$ cat src/rtl/led_pattern_if.sv
// Light-vector bus between the pattern generator and its receive-side monitor.
// The master drives the light vector and control inputs; the slave returns the decoded status.
interface led_pattern_if #(
  parameter int LAP_W = 8,
  parameter int ERR_W = 4
);
  logic [7:0]       din;
  logic             din_valid;
  logic             clr_err;
  logic [2:0]       pos;
  logic             pos_valid;
  logic             all_on;
  logic             step_pulse;
  logic [LAP_W-1:0] lap_count;
  logic             err_pulse;
  logic [ERR_W-1:0] err_count;

  modport master (
    output din, din_valid, clr_err,
    input  pos, pos_valid, all_on, step_pulse, lap_count, err_pulse, err_count
  );

  modport slave (
    input  din, din_valid, clr_err,
    output pos, pos_valid, all_on, step_pulse, lap_count, err_pulse, err_count
  );
endinterface

$ cat src/rtl/led_pattern_monitor.sv
// Checks the walking-light pattern (FF, 01, 02 .. 80, 01 ..) and reports position, laps and errors.
// All outputs are registered and reflect the sample taken on the previous rising edge.
module led_pattern_monitor #(
  parameter int LAP_W = 8,
  parameter int ERR_W = 4
) (
  input  logic          clk,
  input  logic          reset,
  led_pattern_if.slave  bus
);

  typedef enum logic [1:0] {S_WAIT, S_ALLON, S_WALK, S_ERROR} state_t;

  state_t           state_q, state_d, eval_state;
  logic [7:0]       prev_q, prev_d;
  logic [2:0]       pos_q, pos_d;
  logic             pos_valid_q, all_on_q;
  logic             step_q, step_d;
  logic             err_q, err_d;
  logic             lap_inc;
  logic [LAP_W-1:0] lap_q;
  logic [ERR_W-1:0] err_cnt_q;
  logic [7:0]       prev_rotl;
  logic             clr_from_err;

  function automatic logic [2:0] onehot_idx(input logic [7:0] v);
    logic [2:0] idx;
    idx = 3'd0;
    for (int i = 0; i < 8; i++) begin
      if (v[i]) idx = 3'(i);
    end
    return idx;
  endfunction

  assign prev_rotl    = {prev_q[6:0], prev_q[7]};
  assign clr_from_err = bus.clr_err && (state_q == S_ERROR);

  always_comb begin
    // A clear out of ERROR makes the same-cycle sample look as if it arrived in WAIT.
    eval_state = clr_from_err ? S_WAIT : state_q;
    state_d    = eval_state;
    prev_d     = prev_q;
    pos_d      = pos_q;
    step_d     = 1'b0;
    err_d      = 1'b0;
    lap_inc    = 1'b0;
    if (bus.din_valid) begin
      unique case (eval_state)
        S_WAIT, S_ERROR: begin
          if (bus.din == 8'hFF) begin
            state_d = S_ALLON;
            prev_d  = bus.din;
          end
        end
        S_ALLON: begin
          prev_d = bus.din;
          if (bus.din == 8'h01) begin
            state_d = S_WALK;
            pos_d   = 3'd0;
            step_d  = 1'b1;
          end else if (bus.din != 8'hFF) begin
            state_d = S_ERROR;
            err_d   = 1'b1;
          end
        end
        S_WALK: begin
          prev_d = bus.din;
          if (bus.din == prev_q) begin
            state_d = S_WALK;
          end else if (bus.din == prev_rotl) begin
            pos_d   = onehot_idx(bus.din);
            step_d  = 1'b1;
            lap_inc = (prev_q == 8'h80);
          end else if (bus.din == 8'hFF) begin
            state_d = S_ALLON;
          end else begin
            state_d = S_ERROR;
            err_d   = 1'b1;
          end
        end
        default: state_d = S_WAIT;
      endcase
    end
  end

  always_ff @(posedge clk) begin
    if (reset) begin
      state_q     <= S_WAIT;
      prev_q      <= 8'h00;
      pos_q       <= 3'd0;
      pos_valid_q <= 1'b0;
      all_on_q    <= 1'b0;
      step_q      <= 1'b0;
      err_q       <= 1'b0;
      lap_q       <= '0;
      err_cnt_q   <= '0;
    end else begin
      state_q     <= state_d;
      prev_q      <= prev_d;
      pos_q       <= pos_d;
      pos_valid_q <= (state_d == S_WALK);
      all_on_q    <= (state_d == S_ALLON);
      step_q      <= step_d;
      err_q       <= err_d;
      if (lap_inc) lap_q <= lap_q + 1'b1;
      if (bus.clr_err) begin
        err_cnt_q <= '0;
      end else if (err_d && (err_cnt_q != '1)) begin
        err_cnt_q <= err_cnt_q + 1'b1;
      end
    end
  end

  assign bus.pos        = pos_q;
  assign bus.pos_valid  = pos_valid_q;
  assign bus.all_on     = all_on_q;
  assign bus.step_pulse = step_q;
  assign bus.lap_count  = lap_q;
  assign bus.err_pulse  = err_q;
  assign bus.err_count  = err_cnt_q;

endmodule

$ cat src/flat_wrapper.sv
// flat-port wrapper written by rule: the top's interface ports become plain ports
module led_pattern_monitor_flat 
#(
  parameter int LAP_W = 8,
  parameter int ERR_W = 4
)
  (clk, reset, bus_din, bus_din_valid, bus_clr_err, bus_pos, bus_pos_valid, bus_all_on, bus_step_pulse, bus_lap_count, bus_err_pulse, bus_err_count);
  led_pattern_if #(.LAP_W(LAP_W), .ERR_W(ERR_W)) bus_i ();
  input  logic clk;
  input  logic reset;
  input wire logic [$bits(bus_i.din)-1:0] bus_din;
  input wire logic [$bits(bus_i.din_valid)-1:0] bus_din_valid;
  input wire logic [$bits(bus_i.clr_err)-1:0] bus_clr_err;
  output wire logic [$bits(bus_i.pos)-1:0] bus_pos;
  output wire logic [$bits(bus_i.pos_valid)-1:0] bus_pos_valid;
  output wire logic [$bits(bus_i.all_on)-1:0] bus_all_on;
  output wire logic [$bits(bus_i.step_pulse)-1:0] bus_step_pulse;
  output wire logic [$bits(bus_i.lap_count)-1:0] bus_lap_count;
  output wire logic [$bits(bus_i.err_pulse)-1:0] bus_err_pulse;
  output wire logic [$bits(bus_i.err_count)-1:0] bus_err_count;
  assign bus_i.din = bus_din;
  assign bus_i.din_valid = bus_din_valid;
  assign bus_i.clr_err = bus_clr_err;
  assign bus_pos = bus_i.pos;
  assign bus_pos_valid = bus_i.pos_valid;
  assign bus_all_on = bus_i.all_on;
  assign bus_step_pulse = bus_i.step_pulse;
  assign bus_lap_count = bus_i.lap_count;
  assign bus_err_pulse = bus_i.err_pulse;
  assign bus_err_count = bus_i.err_count;
  led_pattern_monitor #(.LAP_W(LAP_W), .ERR_W(ERR_W)) u_core (.clk(clk), .reset(reset), .bus(bus_i));
endmodule
$ cat config.mk
export PLATFORM = sky130hd
export DESIGN_NAME = led_pattern_monitor_flat
export DESIGN_NICKNAME = d
export VERILOG_FILES = /design/src/rtl/led_pattern_if.sv /design/src/rtl/led_pattern_monitor.sv /design/src/flat_wrapper.sv
export SDC_FILE = /design/constraint.sdc
export NUM_CORES = 1
export LEC_CHECK = 0
export BUFFER_PORTS_ARGS = -buffer_cell sky130_fd_sc_hd__buf_2
export CORE_UTILIZATION = 55
export DETAILED_ROUTE_END_ITERATION = 8
export PLACE_DENSITY = 0.82
export SETUP_SLACK_MARGIN = 0.2
export SLEW_MARGIN = 20
export SYNTH_ARGS = -nofsm -noshare
export SYNTH_HDL_FRONTEND = slang
export SYNTH_SLANG_ARGS = --single-unit
$ cat constraint.sdc
create_clock -name clk -period 3 [get_ports clk]
set_input_delay 0.45 -clock clk [delete_from_list [all_inputs] [get_ports clk]]
set_output_delay 0.45 -clock clk [all_outputs]
set_load 0.02 [all_outputs]
==> results.json <==
{
  "status": "complete, no violations",
  "grt_util_all_layers": 0.2438,
  "rows": 20,
  "viasPerCell": 5.582,
  "cts-root-buf": "clkbuf_4",
  "setup_viol": 0,
  "core_area_mm2": 0.003078,
  "hold_ws_ns": 0.4504,
  "netlist_instances": 208,
  "pwr-share-seq": 0.533,
  "io_pins": 31,
  "cap_violations": 0,
  "portBuffers": 30,
  "numCtsBuffers": 5,
  "num-fill-cells": 290,
  "vdd_drop_max_mv": 0.2951,
  "cp_max_fo": 6,
  "ctsResizeCount": 0,
  "initial_core_util": 0.5825,
  "report.final.slew_viol_count": 0,
  "fin_crit_sh": 0.7764,
  "hpwl_um": 2863,
  "final_util": 0.6549,
  "die_w_um": 59.10,
  "avgSynthCellArea_um2": 8.620,
  "seq_area_um2": 580.6,
  "relSlewSlack": 0.5027,
  "drtPass1Iterations": 4,
  "critPathBufInv": 0,
  "grt_pass1_wl_um": 6389,
  "clockPowerShare": 0.385,
  "comb_power_share": 0.081,
  "synth_edf_count": 0,
  "swShare": 0.2491,
  "multiInputGateArea_mm2": 0.001111,
  "yosysSeqAreaShare": 0.3238,
  "area_growth_pct": 12.42,
  "arrival_ns": 2.56,
  "drt_iter0_drc": 64,
  "ys_ff_latch": 29,
  "drive_gt1_frac": 0.2185,
  "cts.path.max_buffers": 2,
  "crit_type": "reg -> reg",
  "post_cts.repair.setup_buffers": 0,
  "timing.rr.start": "u_core.prev_q[3]$_SDFFE_PP0P_",
  "grt.overflow.total": 0,
  "synth_cell_types": 46,
  "num_vias": 1574,
  "power_switching_mw": 0.1801,
  "drc": 0,
  "fin_worst_skew_ns": 0.001934,
  "wl_per_cell_um": 13.54,
  "worstPathCellList": "xnor2_1, nand4_1, or4_4, nor4_1, mux2_2",
  "intPower_mw": 0.5430,
  "critPathLaunchType": "register",
  "worstHoldPathType": "in -> reg",
  "crit_path_top_delay_cell": "or4_4",
  "finalHoldViolCount": 0,
  "period_minus_slack_ns": 2.329,
  "fin_area_mm2": 0.002016,
  "holdCritStartpoint": "bus_din[0]",
  "die_h_um": 59.10,
  "power_density_mw_per_mm2": 358.7,
  "cts_tree": "yes",
  "grt_max_degree": 28,
  "cp-end-kind": "register",
  "clock-sinks": 29,
  "insertion_delay_ns": 0.34,
  "dieArea_mm2": 0.003492,
  "place_congestion": 0.8209,
  "fmax_ghz": 0.4293,
  "htreeDepth": 2,
  "p_leak_nw": 0.8383,
  "place_area_mm2": 0.001946,
  "clk_pin_slew_ns": 0.09,
  "final_nets": 254,
  "synth-main-ff-cell": "dfxtp_1",
  "yosysWarnings": 0,
  "worst_pin_slew_ns": 0.7356,
  "rsz0062_at_grt": "false",
  "antenna_cells": 0,
  "first_global_vias": 1458,
  "critical_path.top_delay_family": "simple AND/OR/NAND/NOR gates",
  "antenna_found_initial": 0,
  "critPathMaxStageDelay_ns": 0.62,
  "critPathLaunch": "u_core.prev_q[3]$_SDFFE_PP0P_",
  "postCtsHoldBufs": 0,
  "required_ns": 3.24,
  "synth_nets": 225,
  "finalSetupTns_ns": 0,
  "routed_wl_um": 3817,
  "ant_nets": 0,
  "async_reset_ff_frac": 0,
  "synth_area_mm2": 0.001793
}
## cells in the mapped netlist, drive strengths merged, types with 2 or more instances
| master | number | area, µm² |
|---|---|---|
| ha | 5 | 62.56 |
| a21bo | 3 | 30.03 |
| buf | 6 | 48.79 |
| dfxtp | 29 | 580.6 |
| nand4 | 5 | 43.79 |
| nand2 | 17 | 63.81 |
| clkbuf | 3 | 11.26 |
| nor3 | 4 | 20.02 |
| nor2 | 21 | 78.83 |
| a21oi | 7 | 35.03 |
| or3 | 4 | 25.02 |
| nand3 | 6 | 30.03 |
| inv | 11 | 41.29 |
| o32ai | 3 | 26.28 |
| o31ai | 3 | 22.52 |
| nor4b | 2 | 23.77 |
| nor2b | 3 | 18.77 |
| mux2 | 3 | 33.78 |
| xnor2 | 16 | 147.7 |
| nor4 | 3 | 18.77 |
| or2 | 2 | 12.51 |
| and4 | 5 | 43.79 |
| o21ai | 8 | 40.03 |
| mux2i | 13 | 130.1 |
| and3 | 4 | 25.02 |
| o211ai | 3 | 22.52 |
| a211oi | 4 | 30.03 |
| or4 | 3 | 26.27 |
## power by group through the flow
stage	Sequential (mW)	Clock [mW]	Combinational (mW)
after floorplan	0.395	0	0.0443
after global placement	0.395	0	0.0569
after detailed placement	0.395	0	0.0583
after CTS	0.386	0.285	0.0585
after global routing	0.386	0.305	0.0651
final	0.386	0.278	0.0589
## logic make-up after synthesis
| family | count (synthesis) | synth area share |
|---|---|---|
| buffers and inverters | 20 | 0.05652 |
| adders and majority gates | 5 | 0.03489 |
| DFF | 29 | 0.3238 |
| AOI/OAI and AO/OA | 39 | 0.1549 |
| and+or+nand+nor | 83 | 0.2561 |
| xor gates and xnor gates | 16 | 0.08235 |
| muxes | 16 | 0.09141 |
## cell type report
cell class	count	share of cell area
Clock inverter	1	0.002483
Clock buffer	7	0.03228
Timing Repair Buffer	31	0.07821
Inverter	11	0.02048
Multi-Input combinational cell	159	0.5512
Sequential cell	29	0.2880
Tap cell	44	0.02731
## worst paths after layout
| check | end | slack [ns] | cells past startpoint |
|---|---|---|---|
| max | u_core.bus.lap_count[7]$_SDFFE_PP0P_ | 0.67 | 5 |
| min | u_core.prev_q[0]$_SDFFE_PP0P_ | 0.45 | 3 |
| max reg2reg | u_core.bus.lap_count[7]$_SDFFE_PP0P_ | 0.67 | 5 |
| min reg2reg | u_core.bus.pos[0]$_SDFFE_PP0P_ | 0.47 | 2 |
## registers in the layout, indices dropped and copies added, names as in the netlist
| signal | count |
|---|---|
| u_core.bus.lap_count | 8 |
| u_core.prev_q | 8 |
| u_core.bus.err_count | 4 |
| u_core.bus.pos | 3 |
| u_core.state_q | 2 |
| u_core.bus.all_on | 1 |
| u_core.bus.err_pulse | 1 |
| u_core.bus.pos_valid | 1 |
| u_core.bus.step_pulse | 1 |
## cell usage in the layout (no fill, tap or decap), drive strengths merged, types with 2 or more instances in the layout
cell type  count
a211oi         4
a21bo          3
a21oi          7
and3           4
and4           5
buf           31
clkbuf         7
dfxtp         29
ha             5
inv           11
mux2           3
mux2i         13
nand2         17
nand3          6
nand4          5
nor2          21
nor2b          3
nor3           4
nor4           3
nor4b          2
o211ai         3
o21ai          8
o31ai          3
o32ai          3
or2            2
or3            4
or4            3
xnor2         16
## worst register-to-register path, delay by kind of cell (launching register included)
family / cells / cell delay, ns
AND/OR/NAND/NOR: 3 / 1.22
flip-flops: 1 / 0.45
XOR/XNOR: 1 / 0.19
multiplexers: 1 / 0.37
## per-stage QoR
stage                     instances  setup slack [ns]  power (mW)
after floorplan                 208            0.7802      0.4390
after global placement          274            0.5781      0.4517
after detailed placement        274            0.4802      0.4530
after CTS                       282            0.6718      0.7289
after global routing            282            0.5582      0.7557
final                           282            0.6709      0.7231
## layer usage
layer	track usage	share of wire
met4	0.1259	0.021
met2	0.3929	0.47
met1	0.2907	0.48
met3	0.07642	0.035
met5	0	0
Note: power is estimated with default switching activity, not from simulation.
